--- src/rtl/fifo_pkg.sv ---
// Shared helpers for the stream FIFO: level/address widths and parameter legality.
// No logic, no latency.
// No flow control.
package fifo_pkg;

  // Bits needed to count 0..depth inclusive.
  function automatic int level_width(input int depth);
    return $clog2(depth + 1);
  endfunction

  // Bits needed to address depth entries (never less than one bit).
  function automatic int addr_width(input int depth);
    return (depth <= 2) ? 1 : $clog2(depth);
  endfunction

  // Threshold and depth combinations that give meaningful flags.
  function automatic bit params_legal(input int depth, input int af_level, input int ae_level);
    return (depth >= 2) && (af_level >= 1) && (af_level <= depth) &&
           (ae_level >= 0) && (ae_level < depth);
  endfunction

endpackage

--- src/rtl/fifo_ram.sv ---
// Simple dual-port storage: one synchronous write port, one asynchronous read port.
// Write lands at the rising edge; read data follows rd_addr combinationally.
// No flow control; the caller guarantees writes only target free entries.
module fifo_ram
  import fifo_pkg::*;
#(
  parameter int DATA_WIDTH = 32,
  parameter int DEPTH      = 4,
  localparam int AW        = addr_width(DEPTH)
) (
  input  logic                  clk,
  input  logic                  we,
  input  logic [AW-1:0]         wr_addr,
  input  logic [DATA_WIDTH-1:0] wr_data,
  input  logic [AW-1:0]         rd_addr,
  output logic [DATA_WIDTH-1:0] rd_data
);

  logic [DATA_WIDTH-1:0] mem [DEPTH];

  // Storage is deliberately not reset so it maps onto plain LUTRAM.
  always_ff @(posedge clk) begin
    if (we) begin
      mem[wr_addr] <= wr_data;
    end
  end

  assign rd_data = mem[rd_addr];

endmodule

--- src/rtl/stream_fifo.sv ---
// First-word-fall-through FIFO with fill level, almost flags, flush and sticky error flags.
// A word pushed into an empty FIFO is on result right after the push edge; 1 word/cycle.
// rdy drops when full (no push even with a same-cycle pop); result_rdy drops when empty.
module stream_fifo
  import fifo_pkg::*;
#(
  parameter int DATA_WIDTH = 32,
  parameter int DEPTH      = 4,
  parameter int AF_LEVEL   = 3,
  parameter int AE_LEVEL   = 1,
  localparam int CW        = level_width(DEPTH)
) (
  input  logic                  clk,
  input  logic                  rstn,
  input  logic                  flush,
  input  logic                  values_rdy,
  input  logic [DATA_WIDTH-1:0] value,
  output logic                  rdy,
  output logic                  result_rdy,
  output logic [DATA_WIDTH-1:0] result,
  input  logic                  next_module_rdy,
  output logic [CW-1:0]         level,
  output logic                  almost_full,
  output logic                  almost_empty,
  output logic                  err_overflow,
  output logic                  err_underflow
);

  localparam int AW = addr_width(DEPTH);
  localparam logic [AW-1:0] LAST_PTR = AW'(DEPTH - 1);
  localparam logic [CW-1:0] FULL_LVL = CW'(DEPTH);
  localparam logic [CW-1:0] AF_LVL   = CW'(AF_LEVEL);
  localparam logic [CW-1:0] AE_LVL   = CW'(AE_LEVEL);

  if (!params_legal(DEPTH, AF_LEVEL, AE_LEVEL)) begin : g_bad_params
    $error("stream_fifo: illegal DEPTH/AF_LEVEL/AE_LEVEL combination");
  end

  logic [AW-1:0]         wr_ptr_q, wr_ptr_d;
  logic [AW-1:0]         rd_ptr_q, rd_ptr_d;
  logic [CW-1:0]         level_q, level_d;
  logic                  err_ovf_q, err_ovf_d;
  logic                  err_unf_q, err_unf_d;
  logic [DATA_WIDTH-1:0] last_q, last_d;

  logic                  full, empty, push, pop, ram_we;
  logic [DATA_WIDTH-1:0] ram_rd_data;

  // full/empty come only from registered level, so rdy/result_rdy never see the other side's handshake.
  assign full  = (level_q == FULL_LVL);
  assign empty = (level_q == '0);
  assign push  = values_rdy && !full;
  assign pop   = next_module_rdy && !empty;

  // Next-state for pointers, level, held output word and sticky errors; flush overrides all.
  always_comb begin
    wr_ptr_d  = wr_ptr_q;
    rd_ptr_d  = rd_ptr_q;
    level_d   = level_q;
    err_ovf_d = err_ovf_q;
    err_unf_d = err_unf_q;
    last_d    = last_q;
    ram_we    = 1'b0;
    if (flush) begin
      wr_ptr_d  = '0;
      rd_ptr_d  = '0;
      level_d   = '0;
      err_ovf_d = 1'b0;
      err_unf_d = 1'b0;
    end else begin
      ram_we = push;
      if (push) begin
        wr_ptr_d = (wr_ptr_q == LAST_PTR) ? '0 : wr_ptr_q + 1'b1;
      end
      if (pop) begin
        rd_ptr_d = (rd_ptr_q == LAST_PTR) ? '0 : rd_ptr_q + 1'b1;
        // Remember the departing word so result holds it while empty.
        last_d   = ram_rd_data;
      end
      if (push && !pop) begin
        level_d = level_q + 1'b1;
      end else if (pop && !push) begin
        level_d = level_q - 1'b1;
      end
      err_ovf_d = err_ovf_q || (values_rdy && full);
      err_unf_d = err_unf_q || (next_module_rdy && empty);
    end
  end

  // All control state in one register bank, cleared asynchronously.
  always_ff @(posedge clk or negedge rstn) begin
    if (!rstn) begin
      wr_ptr_q  <= '0;
      rd_ptr_q  <= '0;
      level_q   <= '0;
      err_ovf_q <= 1'b0;
      err_unf_q <= 1'b0;
      last_q    <= '0;
    end else begin
      wr_ptr_q  <= wr_ptr_d;
      rd_ptr_q  <= rd_ptr_d;
      level_q   <= level_d;
      err_ovf_q <= err_ovf_d;
      err_unf_q <= err_unf_d;
      last_q    <= last_d;
    end
  end

  fifo_ram #(
    .DATA_WIDTH (DATA_WIDTH),
    .DEPTH      (DEPTH)
  ) u_ram (
    .clk     (clk),
    .we      (ram_we),
    .wr_addr (wr_ptr_q),
    .wr_data (value),
    .rd_addr (rd_ptr_q),
    .rd_data (ram_rd_data)
  );

  assign rdy           = !full;
  assign result_rdy    = !empty;
  assign result        = empty ? last_q : ram_rd_data;
  assign level         = level_q;
  assign almost_full   = (level_q >= AF_LVL);
  assign almost_empty  = (level_q <= AE_LVL);
  assign err_overflow  = err_ovf_q;
  assign err_underflow = err_unf_q;

endmodule

--- config.mk ---
export PLATFORM = sky130hd
export DESIGN_NAME = stream_fifo
export DESIGN_NICKNAME = d
export VERILOG_FILES = /design/src/rtl/fifo_pkg.sv /design/src/rtl/fifo_ram.sv /design/src/rtl/stream_fifo.sv
export SDC_FILE = /design/constraint.sdc
export NUM_CORES = 1
export LEC_CHECK = 0
export CAP_MARGIN = 10
export CORE_UTILIZATION = 56
export DETAILED_ROUTE_END_ITERATION = 10
export PLACE_DENSITY = 0.8
export SLEW_MARGIN = 10
export SYNTH_ARGS = -nofsm -noshare
export SYNTH_HDL_FRONTEND = slang
export SYNTH_HIERARCHICAL = 1
export SYNTH_SLANG_ARGS = --single-unit
--- constraint.sdc ---
create_clock -name clk -period 4.65 [get_ports clk]
set_input_delay 0.465 -clock clk [delete_from_list [all_inputs] [get_ports clk]]
set_output_delay 0.465 -clock clk [all_outputs]
set_load 0.02 [all_outputs]
==> flow_metrics.tcl, run 1 <==
set metrics [dict create \
    critPathRequiredTime_ps 4180 \
    synth_top_area_share_pct 54.9 \
    n_antenna_cell 0 \
    synthCells 406 \
    arrival_ps 2960 \
    viasPerCell 5.50 \
    dieHeight_um 114 \
    syn_area_per_cell_um2 17.3 \
    p_int_mw 3.80 \
    antenna_found_initial 0 \
    clock_latency_ps 420 \
    outcome "completed" \
    tns_ps 0 \
    synth_edf_count 128 \
    clkPwrFrac_pct 24.8 \
    die-area_um2 13000 \
    numCtsBuffers 17 \
    dr.pass1.iters 4 \
    critical-path-slowest-cell "dfrtp_2" \
    cts_sinks 169 \
    maxSlewHeadroom_pct 25.5 \
    finish.utilization_pct 69.6 \
    cts_buffer_depth 2 \
    postRouteWirelength_um 12900 \
    route.detailed.drc 0 \
    synth_nets 450 \
    cts-htree-levels 4 \
    grt_max_degree 42 \
    drive_gt1_share_pct 21.7 \
    slowest_delay_ps 870 \
    power.leakage_nw 3.18 \
    yosysWarnings 6 \
    total_power_mw 5.68 \
    r2r_cells 6 \
    core_um2 12100 \
    ir_drop_v 0.000367 \
    detail-route-antenna-nets 0 \
    clk_pin_slew_ps 60 \
    vias 3660 \
    timing.rr.start "level[1]" \
    cts_hold_buf 0 \
    async_flop_share_pct 24.3 \
    rrSetupSlack_ps 1720 \
    boundaryPins 78 \
    hold_viol 0 \
    finalMaxSlewViolations 0 \
    endpoint_kind "primary output" \
    die_w_um 114 \
    synth-main-ff-cell "edfxtp_1" \
    seq_power_share_pct 35.9 \
    synthTopCellsByArea "edfxtp_1, dfrtp_1, mux4_2" \
    clock_skew_ps 9.68 \
    path_common_cell "nand2_1" \
    worst_hold_slack_ps 203 \
    grt_pass1_wl_um 20600 \
    rows 40 \
    hold_path_class "input port to async pin" \
    powerDensity_nw_per_um2 675 \
    yosysSeqAreaShare_pct 69.5 \
    ys_seq_elements 169 \
    synthesis.area_um2 7010 \
    clockRootBuffer "clkbuf_16" \
    syn2layout_area_growth_pct 20.3 \
    path_max_fanout 23 \
    grt_pass1_vias 3836 \
    grtUsageTotal_pct 22.0 \
    layout_min_cycle_time_ps 3430 \
    swShare_pct 33.2 \
    max_freq_ghz 0.292 \
    rsz0062_at_grt "false" \
    wire_per_inst_um 19.3 \
    place_ws_ps 1610 \
    setup_slack_ps 1220 \
    worst-setup-path-type "flop to primary output" \
    pwr-share-comb_pct 39.3 \
    tightest_slew_ps 1120 \
    drtIter0Drc 293 \
    drv_cap 0 \
    ys_types 31 \
    port_buffers 77 \
    final_nets 529 \
    netSwitchingPower_mw 1.89 \
    post_cts_resize_count 0 \
    crit_chain "buf_4 -> mux4_2 -> nand2_1 -> nand2_1 -> clkdlybuf4s50_1" \
    post-cts-setup-buffer-count 0 \
    setup_violations 0 \
    globalplace.congestion 0.759 \
    overflow 0 \
    cts_tree "yes" \
    cp-start-kind "flop" \
    dp_hpwl_um 7270 \
    rr_endpoint "last_q[30]" \
    yosysTopAreaCell "edfxtp_1" \
    period_share_pct 73.7 \
    initial_core_util_pct 57.8 \
]
-- registers in the layout, summed over array words and instances, names as in the netlist --
signal         count
u_ram/mem        128
last_q            32
level              3
rd_ptr_q           2
wr_ptr_q           2
err_overflow       1
err_underflow      1
-- synth_stat cells (2+ instances only) --
cell	number
a21oi_1	8
and3b_1	2
dfrtp_1	41
buf_2	3
inv_1	5
or3_1	3
mux2_2	3
buf_12	6
nand3_1	2
mux4_1	2
clkbuf_1	7
nor2_1	5
nand2_1	104
mux2_4	30
a211oi_1	4
mux4_2	30
ha_1	7
edfxtp_1	128
buf_6	4
-- worst max-delay path, delay by kind of cell, from the launching register on --
kind / cells / cell delay (ps)
flops: 1 / 870
mux: 1 / 560
buf+inv: 2 / 930
simple gates: 2 / 180
-- cell usage in the layout (no fill, tap or decap), types with 3 or more instances in the layout --
master | Yosys | final
nor2_1 | 5 | 5
dfrtp_1 | 41 | 39
clkinv_2 | 0 | 3
a21oi_1 | 8 | 8
inv_1 | 5 | 5
clkdlybuf4s50_1 | 0 | 76
edfxtp_1 | 128 | 128
mux2_4 | 30 | 30
mux4_2 | 30 | 30
a211oi_1 | 4 | 4
clkbuf_16 | 0 | 17
bufinv_16 | 0 | 3
ha_1 | 7 | 7
mux2_2 | 3 | 3
nand2_1 | 104 | 104
clkinv_4 | 0 | 4
-- cells by family after synthesis --
logic type,Yosys count,synth area share [%]
AO/OA/AOI/OAI,17,1.48
XOR/XNOR,1,0.125
adder cells (fa/ha/maj),7,1.25
buffers and inverters,26,3.27
flip-flops,169,69.5
multiplexers,65,17.3
AND/OR/NAND/NOR,121,7.05
-- layer usage --
| layer | GRT usage, % | vias to the layer above | routed length, µm | share of wire, % |
|---|---|---|---|---|
| met3 | 5.26 | 18 | 849 | 6.6 |
| li1 | - | 1672 | - | - |
| met2 | 37.3 | 125 | 6700 | 52 |
| met1 | 27.8 | 1845 | 5110 | 40 |
| met4 | 8.48 | 0 | 200 | 1.6 |
| met5 | 0 | - | 0 | 0 |
-- worst max-delay path by stage --
stage,from,end,slack [ps],cells after the start
floorplan,level[0],u_ram/mem[0][0],300,6
global placement,rd_ptr_q[0],result[3],1630,5
detailed placement,rd_ptr_q[0],result[2],1610,5
CTS,rd_ptr_q[0],result[7],1150,5
global route,rd_ptr_q[0],result[7],990,5
finish,rd_ptr_q[0],result[7],1220,5
-- metrics by stage --
stage	instances	instance area (µm²)
after CTS	666	8420
final	666	8420
after global placement	634	7820
after detailed placement	634	7820
after global routing	666	8420
after floorplan	406	7010
-- power groups by stage --
stage                     clock, mW  combinational, mW  sequential (mW)
final                          1.41               2.23             2.04
after global routing           1.49               2.40             2.07
after CTS                      1.43               2.25             2.04
after detailed placement          0               2.22             2.06
after global placement            0               2.18             2.05
after floorplan                   0               1.50             1.99
-- cell type report --
| type | instances | area, µm² |
|---|---|---|
| Multi-Input combinational cell | 211 | 1920 |
| Sequential cell | 169 | 4870 |
| Tap cell | 168 | 210 |
| Clock buffer | 17 | 425 |
| Clock inverter | 15 | 176 |
| Fill cell | 789 | 3690 |
| Timing Repair Buffer | 80 | 801 |
| Inverter | 6 | 22.5 |
Power figures use the tool's default switching activity.
==> inputs of run 2 (changes only) <==
Settings changed: CORE_UTILIZATION 56 to 51, PLACE_DENSITY 0.8 to 0.77.
Clock period 4.65 ns to 3 ns, I/O delays scaled along.
==> run 2 against run 1 <==
  * Sequential share of layout area shrank 0.89 points
  * Highest routed layer unchanged
  * Hold slack worse by 160 ps
  * Combinational power grew 61%
  * Sequential power is 53% higher
  * Register-to-register slack got worse by 1300 ps
  * Total power grew 57%
  * Core utilization is 5.2 points lower
  * Clock power rose by 56%
==> flow_metrics.tcl, run 2 (synthesized netlist as in run 1, its figures left out) <==
set metrics [dict create \
    critPathCapture "result[6]" \
    grt_pass1_vias 4019 \
    finalMaxSlewViolations 0 \
    post-cts-setup-buffer-count 0 \
    rsz0062_at_grt "false" \
    clk_pin_slew_ps 60 \
    rrSetupSlack_ps 450 \
    wl_met1_um 5650 \
    n_antenna_cell 0 \
    final_nets 538 \
    pwr-share-comb_pct 40.3 \
    cp-start-kind "flop" \
    drive_gt1_share_pct 23.1 \
    hold_viol 0 \
    cts_sinks 169 \
    tns_ps 0 \
    initial_core_util_pct 52.7 \
    postRouteWirelength_um 13200 \
    antenna_found_initial 0 \
    dr_wl_met3_um 457 \
    wire_per_inst_um 19.4 \
    slowest_delay_ps 610 \
    largest_reg_flops 128 \
    critical-path-slowest-cell "clkdlybuf4s50_1" \
    globalplace.congestion 0.745 \
    worstSetupStartpoint "level[0]" \
    cts-htree-levels 4 \
    dieHeight_um 119 \
    max_freq_ghz 0.351 \
    drtIter0Drc 262 \
    boundaryPins 78 \
    route.detailed.drc 0 \
    tightest_slew_ps 971 \
    netSwitchingPower_mw 2.91 \
    cts_buffer_depth 2 \
    crit_buf_inv 4 \
    numCtsBuffers 17 \
    final_cell_mix "edfxtp_1, nand2_1, clkdlybuf4s50_1, dfrtp_1" \
    crit_chain "inv_1 -> ha_1 -> nor2b_4 -> inv_6 -> buf_4 -> nand2_1 -> nand2_1 -> clkdlybuf4s50_1" \
    worst-setup-path-type "flop to primary output" \
    worst-path-stages 8 \
    dr.pass1.iters 4 \
    drv_cap 0 \
    overflow 0 \
    period_share_pct 95.1 \
    detail-route-antenna-nets 0 \
    clkPwrFrac_pct 24.7 \
    finish.utilization_pct 64.4 \
    port_buffers 77 \
    top_layer_used "met4" \
    grt_pass1_wl_um 21500 \
    critPathRequiredTime_ps 2700 \
    timing.rr.start "level[0]" \
    grt_max_degree 42 \
    dp_hpwl_um 8140 \
    r2r_cells 7 \
    path_max_fanout 17 \
    rr_endpoint "last_q[0]" \
    critPathTopFamily "buffers and inverters" \
    swShare_pct 32.7 \
    cts_tree "yes" \
    core_um2 13300 \
    clock_skew_ps 5.81 \
    die_w_um 119 \
    power.leakage_nw 3.26 \
    fillers 914 \
    rows 42 \
    path_common_cell "nand2_1" \
    maxSlewHeadroom_pct 35.3 \
    layout_min_cycle_time_ps 2850 \
    outcome "completed" \
    powerDensity_nw_per_um2 1040 \
    hold_path_class "input port to async pin" \
    grtUsageTotal_pct 20.6 \
    endpoint_kind "primary output" \
    setup_violations 0 \
    syn2layout_area_growth_pct 22.1 \
    viasPerCell 5.42 \
    clock_latency_ps 420 \
    clockRootBuffer "clkbuf_16" \
    vias 3701 \
    regMostFlops "u_ram/mem" \
    ir_drop_v 0.000573 \
    layout_commonest_cell "edfxtp_1" \
    die-area_um2 14200 \
    seq_power_share_pct 35.0 \
    arrival_ps 2550 \
    wl_met2_um 6860 \
    p_int_mw 6.01 \
]
## run 2: worst min path at each step
stage	startpoint	to	slack, ps
floorplan	rstn	err_overflow	4
global placement	last_q[8]	last_q[8]	490
detailed placement	last_q[14]	last_q[14]	490
CTS	rstn	level[2]	80
global route	rstn	last_q[10]	140
finish	rstn	last_q[10]	40
## run 2: cell type report
cell class | instances | area, µm² | share of cell area [%]
Timing Repair Buffer | 89 | 908 | 10.6
Multi-Input combinational cell | 211 | 1920 | 22.5
Tap cell | 176 | 220 | 2.57
Clock buffer | 20 | 457 | 5.34
Inverter | 6 | 27.5 | 0.322
Sequential cell | 169 | 4870 | 56.9
Clock inverter | 12 | 148 | 1.73
## run 2: through the flow
| stage | setup slack [ps] | instances | area (µm²) | total power, mW | hold slack [ps] |
|---|---|---|---|---|---|
| 2_1_floorplan | 208 | 406 | 7020 | 5.41 | 4.41 |
| 3_3_place_gp | 428 | 652 | 7940 | 6.68 | 494 |
| 3_5_place_dp | 374 | 652 | 7940 | 6.75 | 493 |
| 4_1_cts | 4.61 | 683 | 8540 | 8.96 | 75.4 |
| 5_1_grt | 9.84 | 683 | 8560 | 9.36 | 138 |
| 6_report | 148 | 683 | 8560 | 8.92 | 40.4 |
## run 2: power groups by stage
stage	registers (mW)	logic, mW	clock network (mW)
6_report	3.12	3.60	2.20
5_1_grt	3.16	3.87	2.32
4_1_cts	3.12	3.61	2.23
3_5_place_dp	3.16	3.60	0
3_3_place_gp	3.14	3.54	0
2_1_floorplan	3.08	2.32	0
## run 2: layer usage
layer,GRT usage (%),up-vias
met2,34.5,88
li1,-,1687
met1,26.2,1905
met3,3.93,21
met5,0,-
met4,9.26,0
## run 2: what timing repair did
action | 4_1_cts | 5_1_grt
hold buffers | 0 | 0
hold endpoints to repair | 0 | 0
endpoints found under the setup margin | 28 | 32
resized for setup | 1 | 5
## run 2: worst register-to-register path, delay by kind of cell, from the launching register on
family	cells	cell delay [ps]
DFF	1	420
adders and majority gates	1	270
muxes	1	340
and+or+nand+nor	2	820
buffers and inverters	3	580
